<file path="src/rtl/probe_detector_mc_if.sv">
// Bus bundle for the multi-channel probe detector: run control, probe inputs,
// trigger output and the valid/ready result channel.
interface probe_detector_mc_if #(
    parameter int unsigned NUM_CH    = 4,
    parameter int unsigned CNT_WIDTH = 16
);
    logic                          start;
    logic                          continuous;
    logic                          abort;
    logic [CNT_WIDTH-1:0]          aver_time;
    logic [NUM_CH-1:0]             probe_signal_in;
    logic                          trigger_data_out;
    logic                          busy;
    logic                          result_valid;
    logic                          result_ready;
    logic [NUM_CH*CNT_WIDTH-1:0]   result_data;
    logic                          result_overrun;

    // Environment side: drives control, probes and result acceptance
    modport master (
        output start, continuous, abort, aver_time, probe_signal_in, result_ready,
        input  trigger_data_out, busy, result_valid, result_data, result_overrun
    );

    // Detector side
    modport slave (
        input  start, continuous, abort, aver_time, probe_signal_in, result_ready,
        output trigger_data_out, busy, result_valid, result_data, result_overrun
    );
endinterface

</file>
<file path="src/rtl/probe_detector_mc.sv">
// Multi-channel probe detector: fires a trigger per trial, waits a settle
// window, samples synchronized probe bits into saturating hit counters and
// publishes the per-channel counts through a valid/ready result register.
module probe_detector_mc #(
    parameter int unsigned NUM_CH        = 4,
    parameter int unsigned CNT_WIDTH     = 16,
    parameter int unsigned SETTLE_CYCLES = 2,
    parameter int unsigned SYNC_STAGES   = 2
) (
    input  logic                shifting_clk,
    input  logic                shifting_rst,
    probe_detector_mc_if.slave  bus
);
    localparam int unsigned SW = 4;
    localparam logic [CNT_WIDTH-1:0] CNT_MAX = '1;

    typedef enum logic [2:0] {
        IDLE   = 3'd0,
        TRIG   = 3'd1,
        SETTLE = 3'd2,
        SAMPLE = 3'd3,
        CHECK  = 3'd4,
        DONE   = 3'd5
    } state_t;

    state_t                      state_q;
    logic [NUM_CH-1:0]           sync_q [SYNC_STAGES];
    logic [CNT_WIDTH-1:0]        trial_q;
    logic [SW-1:0]               settle_q;
    logic [CNT_WIDTH-1:0]        hit_q [NUM_CH];
    logic [CNT_WIDTH-1:0]        hit_d [NUM_CH];
    logic                        trig_q;
    logic                        busy_q;
    logic                        valid_q;
    logic                        overrun_q;
    logic [NUM_CH*CNT_WIDTH-1:0] data_q;
    logic [NUM_CH-1:0]           sync_c;
    logic                        hs_c;

    assign sync_c = sync_q[SYNC_STAGES-1];
    assign hs_c   = valid_q & bus.result_ready;

    // Per-channel synchronizer chain; the only consumer of the raw probe pins
    always_ff @(posedge shifting_clk) begin
        if (shifting_rst) begin
            for (int s = 0; s < int'(SYNC_STAGES); s++) sync_q[s] <= '0;
        end else begin
            sync_q[0] <= bus.probe_signal_in;
            for (int s = 1; s < int'(SYNC_STAGES); s++) sync_q[s] <= sync_q[s-1];
        end
    end

    // Saturating increment of each hit counter by its synchronized probe bit
    always_comb begin
        for (int c = 0; c < int'(NUM_CH); c++) begin
            hit_d[c] = hit_q[c];
            if (sync_c[c] && (hit_q[c] != CNT_MAX)) hit_d[c] = hit_q[c] + CNT_WIDTH'(1);
        end
    end

    // Run sequencer with registered trigger/busy and the result channel
    always_ff @(posedge shifting_clk) begin
        if (shifting_rst) begin
            state_q   <= IDLE;
            trial_q   <= '0;
            settle_q  <= '0;
            trig_q    <= 1'b0;
            busy_q    <= 1'b0;
            valid_q   <= 1'b0;
            overrun_q <= 1'b0;
            data_q    <= '0;
            for (int c = 0; c < int'(NUM_CH); c++) hit_q[c] <= '0;
        end else begin
            trig_q <= 1'b0;
            if (hs_c) begin
                valid_q   <= 1'b0;
                overrun_q <= 1'b0;
            end
            if (bus.abort && (state_q != IDLE)) begin
                state_q <= IDLE;
                busy_q  <= 1'b0;
            end else begin
                case (state_q)
                    IDLE: begin
                        if (!bus.abort && (bus.start || bus.continuous)) begin
                            trial_q <= (bus.aver_time == '0) ? CNT_WIDTH'(1) : bus.aver_time;
                            for (int c = 0; c < int'(NUM_CH); c++) hit_q[c] <= '0;
                            state_q <= TRIG;
                            trig_q  <= 1'b1;
                            busy_q  <= 1'b1;
                        end
                    end
                    TRIG: begin
                        settle_q <= SW'(SETTLE_CYCLES - 1);
                        state_q  <= SETTLE;
                    end
                    SETTLE: begin
                        if (settle_q == '0) state_q <= SAMPLE;
                        else                settle_q <= settle_q - SW'(1);
                    end
                    SAMPLE: begin
                        hit_q   <= hit_d;
                        trial_q <= trial_q - CNT_WIDTH'(1);
                        state_q <= CHECK;
                    end
                    CHECK: begin
                        if (trial_q == '0) begin
                            state_q <= DONE;
                        end else begin
                            state_q <= TRIG;
                            trig_q  <= 1'b1;
                        end
                    end
                    DONE: begin
                        for (int c = 0; c < int'(NUM_CH); c++)
                            data_q[c*CNT_WIDTH +: CNT_WIDTH] <= hit_q[c];
                        valid_q <= 1'b1;
                        // A pending, unaccepted result is being replaced
                        if (valid_q && !bus.result_ready) overrun_q <= 1'b1;
                        state_q <= IDLE;
                        busy_q  <= 1'b0;
                    end
                    default: begin
                        state_q <= IDLE;
                        busy_q  <= 1'b0;
                    end
                endcase
            end
        end
    end

    assign bus.trigger_data_out = trig_q;
    assign bus.busy             = busy_q;
    assign bus.result_valid     = valid_q;
    assign bus.result_data      = data_q;
    assign bus.result_overrun   = overrun_q;

endmodule

</file>
<file path="src/flat_wrapper.sv">
// flat-port wrapper written by rule: the top's interface ports become plain ports
module probe_detector_mc_flat 
#(
    parameter int unsigned NUM_CH        = 4,
    parameter int unsigned CNT_WIDTH     = 16,
    parameter int unsigned SETTLE_CYCLES = 2,
    parameter int unsigned SYNC_STAGES   = 2
)
  (shifting_clk, shifting_rst, bus_start, bus_continuous, bus_abort, bus_aver_time, bus_probe_signal_in, bus_result_ready, bus_trigger_data_out, bus_busy, bus_result_valid, bus_result_data, bus_result_overrun);
  probe_detector_mc_if #(.NUM_CH(NUM_CH), .CNT_WIDTH(CNT_WIDTH)) bus_i ();
  input  logic shifting_clk;
  input  logic shifting_rst;
  input wire logic [$bits(bus_i.start)-1:0] bus_start;
  input wire logic [$bits(bus_i.continuous)-1:0] bus_continuous;
  input wire logic [$bits(bus_i.abort)-1:0] bus_abort;
  input wire logic [$bits(bus_i.aver_time)-1:0] bus_aver_time;
  input wire logic [$bits(bus_i.probe_signal_in)-1:0] bus_probe_signal_in;
  input wire logic [$bits(bus_i.result_ready)-1:0] bus_result_ready;
  output wire logic [$bits(bus_i.trigger_data_out)-1:0] bus_trigger_data_out;
  output wire logic [$bits(bus_i.busy)-1:0] bus_busy;
  output wire logic [$bits(bus_i.result_valid)-1:0] bus_result_valid;
  output wire logic [$bits(bus_i.result_data)-1:0] bus_result_data;
  output wire logic [$bits(bus_i.result_overrun)-1:0] bus_result_overrun;
  assign bus_i.start = bus_start;
  assign bus_i.continuous = bus_continuous;
  assign bus_i.abort = bus_abort;
  assign bus_i.aver_time = bus_aver_time;
  assign bus_i.probe_signal_in = bus_probe_signal_in;
  assign bus_i.result_ready = bus_result_ready;
  assign bus_trigger_data_out = bus_i.trigger_data_out;
  assign bus_busy = bus_i.busy;
  assign bus_result_valid = bus_i.result_valid;
  assign bus_result_data = bus_i.result_data;
  assign bus_result_overrun = bus_i.result_overrun;
  probe_detector_mc #(.NUM_CH(NUM_CH), .CNT_WIDTH(CNT_WIDTH), .SETTLE_CYCLES(SETTLE_CYCLES), .SYNC_STAGES(SYNC_STAGES)) u_core (.shifting_clk(shifting_clk), .shifting_rst(shifting_rst), .bus(bus_i));
endmodule
</file>
<file path="config.mk">
export PLATFORM = sky130hd
export DESIGN_NAME = probe_detector_mc_flat
export DESIGN_NICKNAME = d
export VERILOG_FILES = /design/src/rtl/probe_detector_mc_if.sv /design/src/rtl/probe_detector_mc.sv /design/src/flat_wrapper.sv
export SDC_FILE = /design/constraint.sdc
export NUM_CORES = 1
export LEC_CHECK = 0
export BUFFER_PORTS_ARGS = -buffer_cell sky130_fd_sc_hd__buf_2
export CORE_ASPECT_RATIO = 2
export CORE_MARGIN = 4
export CORE_UTILIZATION = 60
export CTS_BUF_LIST = sky130_fd_sc_hd__clkbuf_8
export DETAILED_ROUTE_END_ITERATION = 16
export GPL_ROUTABILITY_DRIVEN = 0
export PLACE_DENSITY = 0.83
export REMOVE_ABC_BUFFERS = 1
export SYNTH_ARGS = -nofsm -noshare
export SYNTH_HDL_FRONTEND = slang
export SYNTH_SLANG_ARGS = --single-unit
export TNS_END_PERCENT = 100
</file>
<file path="constraint.sdc">
create_clock -name shifting_clk -period 3.8 [get_ports shifting_clk]
set_clock_uncertainty 0.15 [all_clocks]
set_input_delay 0 -clock shifting_clk [delete_from_list [all_inputs] [get_ports shifting_clk]]
set_output_delay 0 -clock shifting_clk [all_outputs]
set_load 0.005 [all_outputs]
</file>
======== Word-level counts from Yosys, hierarchy flattened ========
Memories as Yosys holds them, arrays and structs flattened.
Index checks and enable logic that the tools add are counted.
word-level totals
  output and inout port bits .............. 68
  word-level logic and storage cells ...... 100
  bits of input ports ..................... 26
  memories kept ........................... 1
  RAM bits ................................ 8
  register bits ........................... 155
operators by class
  bitwise operators ....................... 5
  reduce and logical (&&, ||, !) cells .... 28
  add/sub/neg operators ................... 6
  multiplexer cells ....................... 32
  equal/unequal tests ..................... 16
memory list
  name           words  width  read ports  clocked after Yosys merged registers in  wr ports  line                     text
  u_core.sync_q  2      4      2           0                                        2         probe_detector_mc.sv:27  logic [NUM_CH-1:0] sync_q [SYNC_STAGES];
operators by type and width
  kind                     number
  $pmux W64 S2             1
  $mux W16                 6
  $add A16 B1 Y16 const B  4
  $mux W64                 1
  $ne A16 B16 Y1 const B   4
  $logic_not A16 Y1        2
  $pmux W16 S2             1
  $reduce_and A4 Y1        4
  $sub A16 B1 Y16 const B  1
  $pmux W3 S5              1
  $mux W1                  13
  $mux W4                  3
  $ne A2 B1 Y1 const B     6
  $mux W3                  3
  $pmux W4 S2              1
  $logic_and A1 B1 Y1      7
  $eq A3 B2 Y1 const B     2
  $eq A3 B3 Y1 const B     2
  $reduce_and A2 Y1        3
  $reduce_and A3 Y1        2
  $logic_not A4 Y1         1
  $pmux W1 S2              2
  $reduce_bool A2 Y1       2
  $reduce_or A4 Y1         1
  other kinds (11)         14

======== Longest topological paths before layout ========
  depth in word-level cells ............... 5
  depth in mapped cells ................... 9
  gate-level depth less buffers ........... 7

======== Worst setup path before layout ========
No wires, ideal clock.
  kind .................................... flip-flop to flip-flop
  start ................................... register u_core.state_q[0]
  end ..................................... register u_core.hit_q[13] (netlist name)
  path buffers ............................ 2
  data arrival time ....................... 1815 ps
  required time ........................... 3580 ps
  stages on the path, launching flop included .. 8
  path slack .............................. 1764 ps
  path through ............................ dfxtp_1 > buf_4 > nor2_2 > a21boi_4 > or4_4 > buf_6 > or3_1 > a21oi_1
between the ends
  longest elaborated chain between the ends .. 4
RTL lines
  item                                                                       line                      text
  from (decl)                                                                probe_detector_mc.sv:26   state_t state_q;
  from (signal assigned)                                                     probe_detector_mc.sv:64   state_q <= IDLE;
  from (signal assigned)                                                     probe_detector_mc.sv:80   state_q <= IDLE;
  from (signal assigned)                                                     probe_detector_mc.sv:88   state_q <= TRIG;
  parallel branches: the longest is 4 deep, another holds $reduce_and A4 Y1  -
  to (signal assigned)                                                       probe_detector_mc.sv:102  hit_q <= hit_d;
  to (decl)                                                                  probe_detector_mc.sv:30   logic [CNT_WIDTH-1:0] hit_q [NUM_CH];
Several ways; the timed one is not identified.
A chain may end at the register's enable or synchronous reset.

======== Worst setup path after layout ========
  start ................................... register u_core.state_q[0]
  end ..................................... register u_core.hit_q[43] (netlist name)
The elaborated chain is that of the path after synthesis.

==> metrics <==
post-synthesis adder-cell area fraction=1.48%; Syn Std Cell Area=7430 um^2; Synth cell types=65; slowest stage delay, CP=0.61 ns; CP Buf/Inv Count=0; Post-Syn Area per Cell=8.03 um^2; Data arrival, critical path=3.04 ns; Placed Cells=1,119; Sum Neg Setup Slack=0 ns; Slowest-stage cell, CP=or4_1; Gate Count Post-Synth=926; ys async rst share=0%; Slew headroom=38.1%; wirelength, routed=19,100 um; Synth Area in XOR/XNOR=0.471%; HP Class=in -> reg; Reg clk slew, reported paths=0.09 ns; Die X=86.7 um; worst path cell trace=or2_1, o21ai_4, nand2_1, or4_1, a21oi_1; final net count=1,051; TritonRoute pass-1 iters=4; num ports=94; CP Launch Type=flip-flop; area grow syn2layout=15.6%; multiplexer share of the synthesized area=0.959%; WP data required=4.03 ns; simple-gate share of the synthesized area=30.1%; die height=165 um; vias in the first global route=6,726; Pleak=3.07 nW; maximum clock path buffer count=2; area leader, netlist=dfxtp_1; DR vias=7,265; Max Cap Viol=0; crit share post-route=74.0%; DRC=0; Non-Filler Instances=1,177; first-pass GRT wire length=31,500 um; status=complete, no violations; worst skew pair latency=0.46 ns; antenna cells=0; full die area=14,300 um^2; met1 Usage GRT=29.7%; Setup CP Type=reg -> reg; final hold vios=0; largest family of logic cells by synthesized area=simple AND/OR/NAND/NOR gates; clock sink count=163; FILL cells=1,033; CP Max Fanout=19; GRT Util Overall=27.2%; Synth top area share=43.9%; crit path launch=u_core.state_q[0]; WL/cell=16.2 um; top cells by area, synth=dfxtp_1 (44%), nand2_1 (8.4%), a21oi_1 (8.3%); CP Capture Type=flip-flop; Site Rows=57; post-synthesis sequential area ratio=43.9%; IO buf count=93; core footprint=12,100 um^2; CTS Root Cell=clkbuf_8; GRT met3 Usage=4.97%; Post-synth EDFFs=0; # setup viols final=0; grt met2 use=50.4%; Post-synth top flop=dfxtp_1; pin count of the biggest net entering global routing=61; max frequency=0.356 GHz; Yosys reg bits=163; share of post-route cells with drive strength above 1=15.0%; hpwl dp=12,800 um; crit-path leading delay family=simple AND/OR/NAND/NOR gates; gr ovfl total=0; worst vdd ir=0.000286 V; R2R Path Start=u_core.state_q[0]; H-tree depth=4; starting density of the core=61.3%; Detailed Route Iter0 Violations=366; CTS tree=done; global route hottest layer=met2; initial antenna violation count=0; post-route minimum period=2.81 ns; Synthesis Warnings=0; pwr dens=385 nW/um^2; DR vias/cell=6.17; Post-DRT Antenna Nets=0; unrepaired setup endpoints after global routing=no; Slew @ Worst Pin=0.928 ns; Synth Area in Compound Gates=19.4%; HP Start=bus_continuous; Slew Viols, Final=0; TritonCTS buffer count=17
area by class of cell:
| class | instances | area, um^2 | share of cell area (%) |
|---|---|---|---|
| clock buffers | 19 | 262 | 3.04 |
| clock inverters | 13 | 146 | 1.70 |
| inverters | 10 | 37.5 | 0.437 |
| multi-input cells | 696 | 3900 | 45.4 |
| flip-flops and latches | 163 | 3260 | 38.0 |
| well taps | 147 | 184 | 2.14 |
| repair buffers | 129 | 803 | 9.34 |
cells in the final DEF, fill, tap and decap left out, types with 12 or more instances in the layout:
cell,count
o31ai_1,22
nand3_1,29
nor3_1,23
dfxtp_1,163
and4_1,12
nand4_1,32
or4_1,30
o21ai_0,42
dlygate4sd3_1,26
a21oi_1,124
clkbuf_8,19
or3_1,25
nand2_1,167
nor2_1,44
buf_2,92
and3_1,13
sequential cells by signal, summed over array words and instances (netlist names), named ones only:
register	flops
u_core.bus.result_data	64
u_core.hit_q	64
u_core.trial_q	16
u_core.sync_q	8
u_core.settle_q	4
u_core.state_q	3
u_core.bus.busy	1
u_core.bus.result_valid	1
u_core.bus.trigger_data_out	1
through the flow:
step	util, %	hold WS, ns	setup slack (ns)	cell area, um^2	total power [mW]
finish	70.9	0.0935	0.988	8600	3.31
global route	70.9	0.102	0.805	8600	3.42
CTS	70.9	0.0575	1.04	8600	3.32
detailed placement	65.4	0.0580	1.05	7930	2.02
global placement	65.4	0.0468	1.16	7930	2.02
floorplan	-	-0.0811	0.882	7200	1.93
final timing paths:
check / cells after the start / slack [ns] / endpoint
hold / removal: 5 / 0.09 / u_core.trial_q[0]
hold reg to reg: 2 / 0.30 / u_core.bus.result_data[38]
setup / recovery: 5 / 0.99 / u_core.hit_q[43]
setup reg to reg: 5 / 0.99 / u_core.hit_q[43]
logic make-up (layout without fill, tap and decap cells):
family / after synthesis / after routing
xor gates and xnor gates: 4 / 4
DFF: 163 / 163
muxes: 7 / 7
AOI/OAI and AO/OA: 242 / 242
buffers and inverters: 67 / 171
adders and majority gates: 9 / 9
and+or+nand+nor: 434 / 434
cell usage after synthesis, types with 8 or more instances:
cell,number
nand2_1,167
and4_1,12
inv_1,10
nor2_1,44
nor3_1,23
or4_1,30
nor4_1,9
clkbuf_1,36
and3_1,14
nand2b_1,8
nand3_1,30
a211oi_1,8
a21oi_1,124
o21ai_0,42
or3_1,25
ha_1,8
buf_1,8
nand4_1,32
dfxtp_1,163
o31ai_1,22
nor2b_1,11
buf_2,11
what timing repair did:
action                                 in CTS  in global routing
gates resized for setup                     0                  0
setup buffers                               0                  0
hold buffers                               26                  0
setup endpoints to repair                   0                  0
endpoints found under the hold margin      65                  0
metal layers:
layer / vias to the layer above / wire length [um] / part of all wire [%]
met1: 3399 / 7360 / 39
met2: 245 / 10100 / 53
met5: - / 0 / 0
met3: 53 / 926 / 4.9
met4: 0 / 640 / 3.4
li1: 3568 / - / -
worst min-delay path, delay by kind of cell:
kind / cells / cell delay [ns]
AND/OR/NAND/NOR: 3 / 0.48
buffers and inverters: 1 / 0.08
AO/OA/AOI/OAI: 1 / 0.11
power breakdown:
group          internal, mW  total (mW)  switching [mW]
Sequential             1.73        1.75          0.0253
Clock                 0.628        1.30           0.673
Combinational        0.0959       0.258           0.162
Total                  2.45        3.31           0.860
(Power assumes the default switching activity.)
